===== config.mk =====
export PLATFORM = sky130hd
export DESIGN_NAME = exec_ctrl_flat
export DESIGN_NICKNAME = d
export VERILOG_FILES = /design/src/rtl/exec_ctrl_if.sv /design/src/rtl/exec_ctrl.sv /design/src/flat_wrapper.sv
export SDC_FILE = /design/constraint.sdc
export NUM_CORES = 1
export LEC_CHECK = 0
export BUFFER_PORTS_ARGS = -buffer_cell sky130_fd_sc_hd__buf_2
export CAP_MARGIN = 20
export CORE_ASPECT_RATIO = 0.8
export CORE_MARGIN = 2
export CORE_UTILIZATION = 59
export DETAILED_ROUTE_END_ITERATION = 8
export PLACE_DENSITY = 0.77
export SLEW_MARGIN = 20
export SYNTH_ARGS = -nofsm -noshare
export SYNTH_HDL_FRONTEND = slang
export SYNTH_SLANG_ARGS = --single-unit

===== constraint.sdc =====
create_clock -name clk_in -period 2.6 [get_ports clk_in]
set_input_delay 0.13 -clock clk_in [delete_from_list [all_inputs] [get_ports clk_in]]
set_output_delay 0.13 -clock clk_in [all_outputs]
set_load 0.02 [all_outputs]

===== src/rtl/exec_ctrl_if.sv =====
// Run/step controller bundle: board inputs and decoder halt in, clock-generator
// enable and status out.
interface exec_ctrl_if #(
    parameter int CNT_W = 16
);
    logic             run_sw;
    logic             step_btn;
    logic             halt_req;
    logic             ena;
    logic             running;
    logic             halted;
    logic [2:0]       phase;
    logic [CNT_W-1:0] instr_count;

    modport master (
        output run_sw, step_btn, halt_req,
        input  ena, running, halted, phase, instr_count
    );

    modport slave (
        input  run_sw, step_btn, halt_req,
        output ena, running, halted, phase, instr_count
    );
endinterface


===== src/rtl/exec_ctrl.sv =====
// Run/step execution controller feeding the 8-phase clock generator's enable.
// Stops only on instruction boundaries by mirroring the generator phase.
module exec_ctrl_debounce #(
    parameter int DEBOUNCE_CYCLES = 50000
) (
    input  logic clk_in,
    input  logic rst,
    input  logic raw,
    output logic level
);
    localparam logic [15:0] CMAX = 16'(DEBOUNCE_CYCLES - 1);

    logic        s0, s1;
    logic [15:0] cnt;

    always_ff @(posedge clk_in or negedge rst) begin
        if (!rst) begin
            s0    <= 1'b0;
            s1    <= 1'b0;
            level <= 1'b0;
            cnt   <= '0;
        end else begin
            s0 <= raw;
            s1 <= s0;
            // counter only runs while the synchronised input disagrees
            if (s1 == level) begin
                cnt <= '0;
            end else if (cnt == CMAX) begin
                level <= s1;
                cnt   <= '0;
            end else begin
                cnt <= cnt + 16'd1;
            end
        end
    end
endmodule

module exec_ctrl #(
    parameter int DEBOUNCE_CYCLES = 50000,
    parameter int CNT_W           = 16
) (
    input  logic         clk_in,
    input  logic         rst,
    exec_ctrl_if.slave   bus
);
    typedef enum logic [1:0] {IDLE, RUN, STEP, HALT} state_t;

    state_t           state, state_nxt;
    logic             ena_q, ena_nxt;
    logic             halt_pend;
    logic [2:0]       phase_q;
    logic [CNT_W-1:0] cnt_q;
    logic [1:0]       raw_in, db;
    logic             step_q, step_pulse, run_db;
    logic             boundary, halt_eff;

    assign raw_in = {bus.step_btn, bus.run_sw};

    for (genvar i = 0; i < 2; i++) begin : g_db
        exec_ctrl_debounce #(.DEBOUNCE_CYCLES(DEBOUNCE_CYCLES)) u_db (
            .clk_in (clk_in),
            .rst    (rst),
            .raw    (raw_in[i]),
            .level  (db[i])
        );
    end

    assign run_db     = db[0];
    assign step_pulse = db[1] & ~step_q;
    assign boundary   = ena_q && (phase_q == 3'd7);
    // a halt decoded on the boundary edge itself acts as if already latched
    assign halt_eff   = halt_pend | bus.halt_req;

    always_ff @(posedge clk_in or negedge rst) begin
        if (!rst) begin
            state     <= IDLE;
            ena_q     <= 1'b0;
            halt_pend <= 1'b0;
            phase_q   <= '0;
            cnt_q     <= '0;
            step_q    <= 1'b0;
        end else begin
            state  <= state_nxt;
            ena_q  <= ena_nxt;
            step_q <= db[1];
            if (ena_q)
                phase_q <= phase_q + 3'd1;
            if (boundary)
                cnt_q <= cnt_q + 1'b1;
            if (state_nxt == IDLE || state_nxt == HALT)
                halt_pend <= 1'b0;
            else if (ena_q && bus.halt_req)
                halt_pend <= 1'b1;
        end
    end

    always_comb begin
        state_nxt = state;
        ena_nxt   = ena_q;
        case (state)
            IDLE: begin
                ena_nxt = 1'b0;
                if (run_db) begin
                    state_nxt = RUN;
                    ena_nxt   = 1'b1;
                end else if (step_pulse) begin
                    state_nxt = STEP;
                    ena_nxt   = 1'b1;
                end
            end
            RUN: begin
                ena_nxt = 1'b1;
                if (boundary) begin
                    if (halt_eff) begin
                        state_nxt = HALT;
                        ena_nxt   = 1'b0;
                    end else if (!run_db) begin
                        state_nxt = IDLE;
                        ena_nxt   = 1'b0;
                    end
                end
            end
            STEP: begin
                ena_nxt = 1'b1;
                if (boundary) begin
                    if (halt_eff) begin
                        state_nxt = HALT;
                        ena_nxt   = 1'b0;
                    end else if (run_db) begin
                        state_nxt = RUN;
                    end else begin
                        state_nxt = IDLE;
                        ena_nxt   = 1'b0;
                    end
                end
            end
            default: begin
                state_nxt = HALT;
                ena_nxt   = 1'b0;
            end
        endcase
    end

    always_comb begin
        bus.running     = (state == RUN) || (state == STEP);
        bus.halted      = (state == HALT);
        bus.ena         = ena_q;
        bus.phase       = phase_q;
        bus.instr_count = cnt_q;
    end
endmodule


===== src/flat_wrapper.sv =====
// flat-port wrapper written by rule: the top's interface ports become plain ports
module exec_ctrl_flat 
#(
    parameter int DEBOUNCE_CYCLES = 50000,
    parameter int CNT_W           = 16
)
  (clk_in, rst, bus_run_sw, bus_step_btn, bus_halt_req, bus_ena, bus_running, bus_halted, bus_phase, bus_instr_count);
  exec_ctrl_if #(.CNT_W(CNT_W)) bus_i ();
  input  logic clk_in;
  input  logic rst;
  input wire logic [$bits(bus_i.run_sw)-1:0] bus_run_sw;
  input wire logic [$bits(bus_i.step_btn)-1:0] bus_step_btn;
  input wire logic [$bits(bus_i.halt_req)-1:0] bus_halt_req;
  output wire logic [$bits(bus_i.ena)-1:0] bus_ena;
  output wire logic [$bits(bus_i.running)-1:0] bus_running;
  output wire logic [$bits(bus_i.halted)-1:0] bus_halted;
  output wire logic [$bits(bus_i.phase)-1:0] bus_phase;
  output wire logic [$bits(bus_i.instr_count)-1:0] bus_instr_count;
  assign bus_i.run_sw = bus_run_sw;
  assign bus_i.step_btn = bus_step_btn;
  assign bus_i.halt_req = bus_halt_req;
  assign bus_ena = bus_i.ena;
  assign bus_running = bus_i.running;
  assign bus_halted = bus_i.halted;
  assign bus_phase = bus_i.phase;
  assign bus_instr_count = bus_i.instr_count;
  exec_ctrl #(.DEBOUNCE_CYCLES(DEBOUNCE_CYCLES), .CNT_W(CNT_W)) u_core (.clk_in(clk_in), .rst(rst), .bus(bus_i));
endmodule

==> impl_metrics.json, run 1 <==
{
  "clk_latency_ps": 340,
  "critPathLaunchType": "flip-flop",
  "clk_pin_slew_worst_paths_ps": 60,
  "async_reset_ff_share_pct": 100,
  "ys_ff_latch": 62,
  "setup_viol": 0,
  "postCtsSetupRepairBufs": 0,
  "drv_cap": 0,
  "ys_warn_count": 0,
  "cts_sinks": 62,
  "arrival_ps": 2210,
  "ant_nets": 0,
  "cts_made_buffers": 9,
  "maxSlewHeadroom_pct": 48.3,
  "synthFlopType": "dfrtp_1",
  "clk_path_buf_depth": 2,
  "hold_path.class": "primary input to flip-flop",
  "tritoncts": "built",
  "cts-htree-levels": 3,
  "drt-wirelength-per-cell_um": 14.5,
  "grt.total_usage_pct": 22.8,
  "place_inst": 357,
  "dpl.hpwl_um": 3740,
  "syn_inst": 273,
  "ys_seq_area_share_pct": 52.8,
  "timing.critical_path.mode_cell": "ha_1",
  "cts_resized": 0,
  "cts_root_buffer": "clkbuf_8",
  "portBuffers": 26,
  "drt_first_pass_iters": 4,
  "drive_above_1_share_pct": 17.4,
  "avgViaCountPerCell": 5.79,
  "finalCriticalPeriod_ps": 1990,
  "p_per_area_nw_per_um2": 576,
  "drv_slew": 0,
  "finalHoldViolCount": 0,
  "fp.dieArea_um2": 5560,
  "power_leakage_nw": 1.57,
  "drtIter0Drc": 124,
  "drcViolationCount": 0,
  "cp_max_fo": 5,
  "antenna_cells": 0,
  "synth_edf_count": 0,
  "initial_core_util_pct": 62.8,
  "grt_first_pass_wirelength_um": 9860,
  "vias": 2176,
  "post-route-period-util_pct": 76.5,
  "io_pins": 27,
  "max_freq_mhz": 503,
  "finalClockSkew_ps": 8.12,
  "cp_slowest_cell": "dfrtp_1",
  "criticalPathCategory": "flip-flop to flip-flop",
  "syn-num-nets": 288,
  "grt_start_max_net_pins": 38,
  "peakVddDrop_mv": 0.425,
  "ys_types": 37,
  "num_rows": 22,
  "core_um2": 4680,
  "nets": 326,
  "gp_congestion": 0.838,
  "antenna_found_initial": 0,
  "crit_path_end_kind": "flip-flop",
  "critPathMaxStageDelay_ps": 400,
  "finalPower_mw": 1.95,
  "overflow": 0,
  "fin_cells": 376,
  "postSynthAreaPerCell_um2": 10.8,
  "tightest_slew_ps": 775,
  "tns_ps": 0,
  "fp.dieH_um": 67.1,
  "finalWirelength_um": 5460,
  "cts_hold_buf": 3,
  "crit_chain": "ha_1 -> ha_1 -> and2_1 -> a221oi_1 -> a211o_1 -> mux2_2",
  "synthToLayoutAreaGrowth_pct": 15.3,
  "die_w_um": 82.9,
  "required_ps": 2820,
  "grt_setup_unrepaired": "no",
  "whs_ps": 333,
  "syn_area_um2": 2940,
  "status": "finished, final reports clean",
  "grt_pass1_vias": 2105
}
final timing paths:
kind / start / to / slack (ps) / cells after the start
worst max-delay path: u_core.bus.phase[0]$_DFFE_PN0P_ / u_core.halt_pend$_DFFE_PN0P_ / 610 / 6
worst min-delay path: bus_halt_req / u_core.halt_pend$_DFFE_PN0P_ / 330 / 4
worst max register to register: u_core.bus.phase[0]$_DFFE_PN0P_ / u_core.halt_pend$_DFFE_PN0P_ / 610 / 6
worst min register to register: u_core.g_db[0].u_db.s0$_DFF_PN0_ / u_core.g_db[0].u_db.s1$_DFF_PN0_ / 350 / 0
max in group asynchronous: rst / u_core.halt_pend$_DFFE_PN0P_ / 1500 / 3
min in group asynchronous: rst / u_core.g_db[0].u_db.cnt[11]$_DFF_PN0_ / 400 / 2
cells in the mapped netlist, drive strengths merged (2+ instances only):
cell    count  share of area (%)
a211o       2               0.60
a21o        2               0.51
a21oi       9                1.5
a31oi       2               0.43
and3        7                1.5
and4        3               0.89
clkbuf      4               0.51
dfrtp      62                 53
ha         10                4.3
inv         5               0.64
mux2        5                1.9
nand2      22                2.8
nand3      15                3.2
nand4      14                3.0
nor2       29                3.7
nor2b       2               0.43
nor3        7                1.2
nor4        5                1.1
nor4b       2               0.60
nor4bb      3                1.0
o21ai       6                1.0
o31ai       2               0.51
or2         2               0.43
or3         5                1.3
or4         2               0.51
xnor2      24                7.2
xor2       16                4.8
metal layers:
metal	share of wire, %	vias up	wire (um)	global-route usage, %
met2	45	56	2490	35.4
met4	1.9	0	106	9.84
met5	0	-	0	0
met1	48	1057	2610	30.3
met3	4.8	14	260	6.82
li1	-	1049	-	-
registers in the layout (all words and copies together), names as in the netlist, 2 cells and up:
| name | count |
|---|---|
| u_core.state | 2 |
| u_core.bus.instr_count | 16 |
| u_core.g_db.u_db.cnt | 32 |
| u_core.g_db.u_db.level | 2 |
| u_core.g_db.u_db.s0 | 2 |
| u_core.g_db.u_db.s1 | 2 |
| u_core.bus.phase | 3 |
critical path, delay by kind of cell (launching register included):
family / cells / cell delay, ps
muxes: 1 / 340
DFF: 1 / 400
adders and majority gates: 2 / 440
AOI/OAI and AO/OA: 2 / 470
and+or+nand+nor: 1 / 220
logic make-up after synthesis:
family / synth area share (%)
adder cells (fa/ha/maj): 4.26
AND/OR/NAND/NOR: 22.2
flip-flops: 52.8
buffers and inverters: 1.41
AO/OA/AOI/OAI: 5.45
XOR/XNOR: 11.9
multiplexers: 1.92
report_power, final:
part / internal [mW] / total (mW) / switching, mW
registers: 0.975 / 0.985 / 0.00971
clock network: 0.563 / 0.917 / 0.354
logic: 0.0155 / 0.0500 / 0.0345
total: 1.55 / 1.95 / 0.398
stage by stage:
stage / utilization, % / area [um^2] / worst slack, ps
finish: 72.4 / 3390 / 611
CTS: 72.4 / 3390 / 608
detailed placement: 67.1 / 3140 / 628
global placement: 67.1 / 3140 / 693
floorplan: - / 2940 / 618
global route: 72.4 / 3390 / 315
cell type report:
cell class                      count  area (um^2)
Tap cell                           60         75.1
Fill cell                         344         1290
Clock inverter                      4         70.1
Clock buffer                       12          145
Timing Repair Buffer               32          183
Sequential cell                    62         1550
Multi-Input combinational cell    201         1340
Inverter                            5         18.8
placed cells by master (no fill, tap or decap), drive strengths merged, types with 5 or more instances in the layout:
cell	Yosys	routed
nor3	7	7
buf	1	29
xnor2	24	24
inv	5	5
xor2	16	16
nand2	22	22
clkbuf	4	12
nor2	29	29
ha	10	10
and3	7	7
mux2	5	5
or3	5	5
nor4	5	5
nand4	14	14
o21ai	6	6
a21oi	9	9
nand3	15	15
dfrtp	62	62
No activity file was read; power rests on OpenSTA's default activity.
==> inputs of run 2 (changes only) <==
CORE_UTILIZATION = 53   (was 59)
PLACE_DENSITY = 0.73   (was 0.77)
clock period = 1.6 ns   (was 2.6 ns; I/O delays follow)
==> run 2 against run 1 <==
The flow now finishes with violations (negative setup slack); routed wire length grew 14%; clock skew fell by 0.97 ps; worst hold slack lost 66 ps; die area rose by 11%; power increased by 66%; fmax is 14% higher; cell area increased by 15%; first-iteration DRC count decreased by 5.6%; sequential share of layout area decreased by 5.8 points.
==> impl_metrics.json, run 2 (synthesis gave the netlist of run 1 again) <==
{
  "drtIter0Drc": 117,
  "clk_path_buf_depth": 2,
  "grt.total_usage_pct": 22.5,
  "synthToLayoutAreaGrowth_pct": 32.3,
  "overflow": 0,
  "setup_viol": 9,
  "cp_max_fo": 5,
  "tritoncts": "built",
  "arrival_ps": 1970,
  "cts_root_buffer": "clkbuf_8",
  "post-route-period-util_pct": 109,
  "finalHoldViolCount": 0,
  "drt-wirelength-per-cell_um": 14.7,
  "status": "finished with violations",
  "drcViolationCount": 0,
  "maxSlewHeadroom_pct": 76.0,
  "drv_cap": 0,
  "num_rows": 24,
  "multi_input_area_um2": 1490,
  "core_um2": 5410,
  "fp.dieArea_um2": 6160,
  "required_ps": 1830,
  "cts-htree-levels": 3,
  "ant_nets": 0,
  "p_int_mw": 2.51,
  "hold_path.class": "primary input to async pin",
  "nFillCells": 385,
  "seq_power_share_pct": 49.5,
  "p_switching_uw": 721,
  "portBuffers": 26,
  "avgViaCountPerCell": 5.50,
  "sw_frac_of_total_pct": 22.3,
  "crit_path_end_kind": "flip-flop",
  "finalCriticalPeriod_ps": 1740,
  "final_cell_mix": "dfrtp_1, buf_4, nor2_1, buf_2, xnor2_1",
  "fin_ws_ps": -139,
  "grt_start_max_net_pins": 63,
  "die_w_um": 87.2,
  "gp_congestion": 0.792,
  "mostFrequentLayoutCell": "dfrtp_1",
  "vias": 2327,
  "finalWirelength_um": 6240,
  "nets": 368,
  "critPathLaunchType": "flip-flop",
  "p_clk_share_pct": 47.1,
  "grt_pass1_vias": 2263,
  "peakVddDrop_mv": 0.624,
  "antenna_cells": 0,
  "violations": "negative setup slack",
  "initial_core_util_pct": 54.3,
  "antenna_found_initial": 0,
  "grt_first_pass_wirelength_um": 10600,
  "power_leakage_nw": 1.83,
  "tns_ps": -496,
  "combPwrFrac_pct": 3.3,
  "drt_first_pass_iters": 5,
  "cts_made_buffers": 9,
  "largest-register": "u_core.g_db.u_db.cnt",
  "dpl.hpwl_um": 4080,
  "clk_pin_slew_worst_paths_ps": 80,
  "largest_reg_flops": 32,
  "cts_sinks": 62,
  "io_pins": 27,
  "tightest_slew_ps": 357,
  "drv_slew": 0,
  "max_freq_mhz": 575,
  "finalClockSkew_ps": 7.16,
  "clk_latency_ps": 340,
  "regArea_um2": 1560,
  "criticalPathCategory": "flip-flop to flip-flop",
  "final_cell_area_um2": 3890,
  "fp.dieH_um": 70.6,
  "p_per_area_nw_per_um2": 832,
  "grt_setup_unrepaired": "yes",
  "placed_cell_area_um2": 3500,
  "whs_ps": 266,
  "drive_above_1_share_pct": 34.4
}
## run 2: cell count changes in the layout (fill, tap and decap cells not counted), sizes merged
cell,change
clkbuf,-3
clkinvlp,+2
buf,+42
inv,+1
## run 2: final cells by class
type	count	area share, %
Sequential cell	62	40.0
Timing Repair Buffer	74	13.4
Clock inverter	7	2.51
Multi-Input combinational cell	201	38.3
Clock buffer	9	3.19
Inverter	5	0.483
Tap cell	65	2.09
## run 2: worst paths after layout
path / startpoint / endpoint / slack (ps) / cells past startpoint
setup reg to reg: u_core.bus.phase[1]$_DFFE_PN0P_ / u_core.halt_pend$_DFFE_PN0P_ / -140 / 6
setup / recovery: u_core.bus.phase[1]$_DFFE_PN0P_ / u_core.halt_pend$_DFFE_PN0P_ / -140 / 6
hold / removal: rst / u_core.bus.instr_count[8]$_DFFE_PN0N_ / 270 / 3
hold reg to reg: u_core.g_db[1].u_db.s0$_DFF_PN0_ / u_core.g_db[1].u_db.s1$_DFF_PN0_ / 350 / 0
max in group asynchronous: rst / u_core.bus.phase[1]$_DFFE_PN0P_ / 1030 / 3
min in group clk_in: bus_halt_req / u_core.bus.ena$_DFF_PN0_ / 270 / 5
## run 2: what timing repair did
action	4_1_cts	5_1_grt
setup buffers	2	4
setup endpoints to repair	11	30
hold endpoints to repair	64	0
resized for setup	5	21
pin swaps	3	14
hold buffers	3	0
cloned	0	0
## run 2: metal layers
metal | global-route usage [%] | vias to the layer above | wire [um]
met5 | 0 | - | 0
met4 | 4.62 | 0 | 37
met3 | 8.05 | 4 | 245
met2 | 34.1 | 59 | 3030
met1 | 31.8 | 1131 | 2930
li1 | - | 1133 | -
## run 2: power by group through the flow
stage / clock network [mW] / registers (mW) / logic, mW
4_1_cts: 1.55 / 1.60 / 0.102
3_3_place_gp: 0 / 1.63 / 0.0919
5_1_grt: 1.66 / 1.60 / 0.122
6_report: 1.52 / 1.60 / 0.108
3_5_place_dp: 0 / 1.63 / 0.0939
2_1_floorplan: 0 / 1.63 / 0.0302
## run 2: metrics by stage
stage | utilization (%) | total power, mW | worst slack (ps) | instances
2_1_floorplan | - | 1.66 | -189 | 273
3_3_place_gp | 64.7 | 1.72 | -124 | 398
3_5_place_dp | 64.7 | 1.72 | -147 | 398
4_1_cts | 69.9 | 3.25 | -129 | 419
5_1_grt | 71.9 | 3.39 | -189 | 423
6_report | 71.9 | 3.23 | -139 | 423
## run 2: worst max-delay path, cell delays in order, from the launching register on
cell and delay (ps):
dfrtp_2 430, ha_4 170, ha_4 170, and2_4 140, a211o_1 260, and4_1 210
mux2_4 250
==> inputs of run 3 (changes only) <==
SETUP_SLACK_MARGIN = 0.4   (was default)
==> run 3 against run 2 <==
The run still ends with negative setup slack left; cell area grew 20%; sequential power is essentially flat; first-iteration DRC count increased by 72%; via count rose by 18%; critical path type unchanged; largest cell class is now multi-input gates; largest power group unchanged.
==> impl_metrics.json, run 3 (synthesis gave the netlist of run 1 again) <==
{
  "status": "finished with violations",
  "cts_sinks": 62,
  "grt_setup_unrepaired": "yes",
  "final_util_pct": 86.3,
  "finalHoldViolCount": 0,
  "drv_cap": 0,
  "cts_made_buffers": 9,
  "clk_path_buf_depth": 2,
  "grt_busiest_layer": "met2",
  "dpl.hpwl_um": 3820,
  "finalClockSkew_ps": 10.0,
  "nets": 396,
  "io_pins": 27,
  "crit_family": "compound AO/OA/AOI/OAI gates",
  "met1_usage_pct": 37.0,
  "mostFrequentLayoutCell": "dfrtp_1",
  "cp_slowest_cell": "dfrtp_2",
  "hold_path.class": "primary input to async pin",
  "drt_first_pass_iters": 6,
  "overflow": 0,
  "power_leakage_nw": 2.03,
  "violations": "negative setup slack",
  "drt-wirelength-per-cell_um": 21.8,
  "required_ps": 1840,
  "peakVddDrop_mv": 0.667,
  "globalRouteMet2Util_pct": 47.9,
  "maxSlewHeadroom_pct": 61.8,
  "p_per_area_nw_per_um2": 691,
  "criticalPathCategory": "flip-flop to flip-flop",
  "fp.dieArea_um2": 6160,
  "initial_core_util_pct": 54.3,
  "grtUsageMet3_pct": 8.87,
  "clk_pin_slew_worst_paths_ps": 70,
  "arrival_ps": 2050,
  "critPathMaxStageDelay_ps": 430,
  "finalWirelength_um": 9840,
  "fin_ws_ps": -206,
  "grt_start_max_net_pins": 63,
  "max_freq_mhz": 554,
  "grt_first_pass_wirelength_um": 13700,
  "vias": 2750,
  "post-route-period-util_pct": 113,
  "avgViaCountPerCell": 6.10,
  "crit_buf_inv": 0,
  "num_rows": 24,
  "final_cell_mix": "dfrtp_1, buf_4, buf_2, nor2_4, xnor2_1",
  "antenna_cells": 0,
  "cp_max_fo": 5,
  "nFillCells": 235,
  "placed_cell_area_um2": 3420,
  "drive_above_1_share_pct": 56.5,
  "ant_nets": 0,
  "critPathLaunchType": "flip-flop",
  "drcViolationCount": 0,
  "largest_reg_flops": 32,
  "drtIter0Drc": 201,
  "tightest_slew_ps": 573,
  "drv_slew": 0,
  "setup_viol": 13,
  "cts-htree-levels": 3,
  "crit_chain": "ha_4 -> ha_4 -> and2_4 -> a221oi_4 -> a211o_1 -> mux2_4",
  "final_cell_area_um2": 4660,
  "synthToLayoutAreaGrowth_pct": 58.8,
  "cts_root_buffer": "clkbuf_8",
  "whs_ps": 265,
  "gp_congestion": 0.817,
  "grt_pass1_vias": 2744,
  "tritoncts": "built",
  "fp.dieH_um": 70.6,
  "finalCriticalPeriod_ps": 1810,
  "clk_latency_ps": 360,
  "grt.total_usage_pct": 29.2,
  "core_um2": 5410,
  "timing.critical_path.mode_cell": "ha_4",
  "portBuffers": 26,
  "antenna_found_initial": 0,
  "largest-register": "u_core.g_db.u_db.cnt",
  "die_w_um": 87.2,
  "crit_path_end_kind": "flip-flop"
}
run 3: worst register-to-register path: cells and delay by family, from the launching register on:
family / cells / cell delay (ps)
fa+ha+maj: 2 / 340
compound gates: 2 / 450
flops: 1 / 430
simple gates: 1 / 160
mux: 1 / 310
run 3: worst paths after layout:
| path | startpoint | to | slack, ps | cells after the start |
|---|---|---|---|---|
| max | u_core.bus.phase[1]$_DFFE_PN0P_ | u_core.halt_pend$_DFFE_PN0P_ | -210 | 6 |
| min | rst | u_core.bus.instr_count[6]$_DFFE_PN0N_ | 260 | 3 |
| max reg2reg | u_core.bus.phase[1]$_DFFE_PN0P_ | u_core.halt_pend$_DFFE_PN0P_ | -210 | 6 |
| min reg2reg | u_core.g_db[1].u_db.s0$_DFF_PN0_ | u_core.g_db[1].u_db.s1$_DFF_PN0_ | 350 | 0 |
| max in group asynchronous | rst | u_core.g_db[0].u_db.cnt[12]$_DFF_PN0_ | 1040 | 3 |
| min in group clk_in | bus_halt_req | u_core.halt_pend$_DFFE_PN0P_ | 290 | 4 |
run 3: repair_timing:
action | 4_1_cts | 5_1_grt
buffers inserted | 42 | 9
hold buffers | 3 | 0
gates cloned | 2 | 0
pin swaps | 33 | 25
endpoints found under the hold margin | 64 | 0
gates resized for setup | 86 | 49
endpoints found under the setup margin | 55 | 56
run 3: report_power, final:
part           switching [mW]  total, mW  internal, mW
registers              0.0229       1.61          1.58
logic                   0.103      0.172        0.0688
clock network           0.711       1.44         0.730
run 3: layout make-up:
class / count / area [um^2] / area share (%)
multi-input cells: 203 / 2010 / 43.1
flip-flops and latches: 62 / 1560 / 33.5
repair buffers: 100 / 791 / 17.0
clock buffers: 10 / 128 / 2.74
well taps: 65 / 81.3 / 1.74
clock inverters: 6 / 71.3 / 1.53
inverters: 5 / 21.3 / 0.456
run 3: through the flow:
step                setup slack, ps  setup TNS, ps  instances  total power, mW
global route                   -255          -2340        451             3.31
floorplan                      -189           -553        273             1.67
CTS                            -149           -402        442             3.17
detailed placement             -176           -407        379             1.71
global placement               -127           -283        379             1.71
finish                         -206          -1340        451             3.22
run 3: routing by layer:
layer	wire length (um)	share of wire (%)	vias up
met1	3930	40	1362
li1	-	-	1188
met4	399	4.1	0
met5	0	0	-
met3	623	6.3	48
met2	4880	50	152
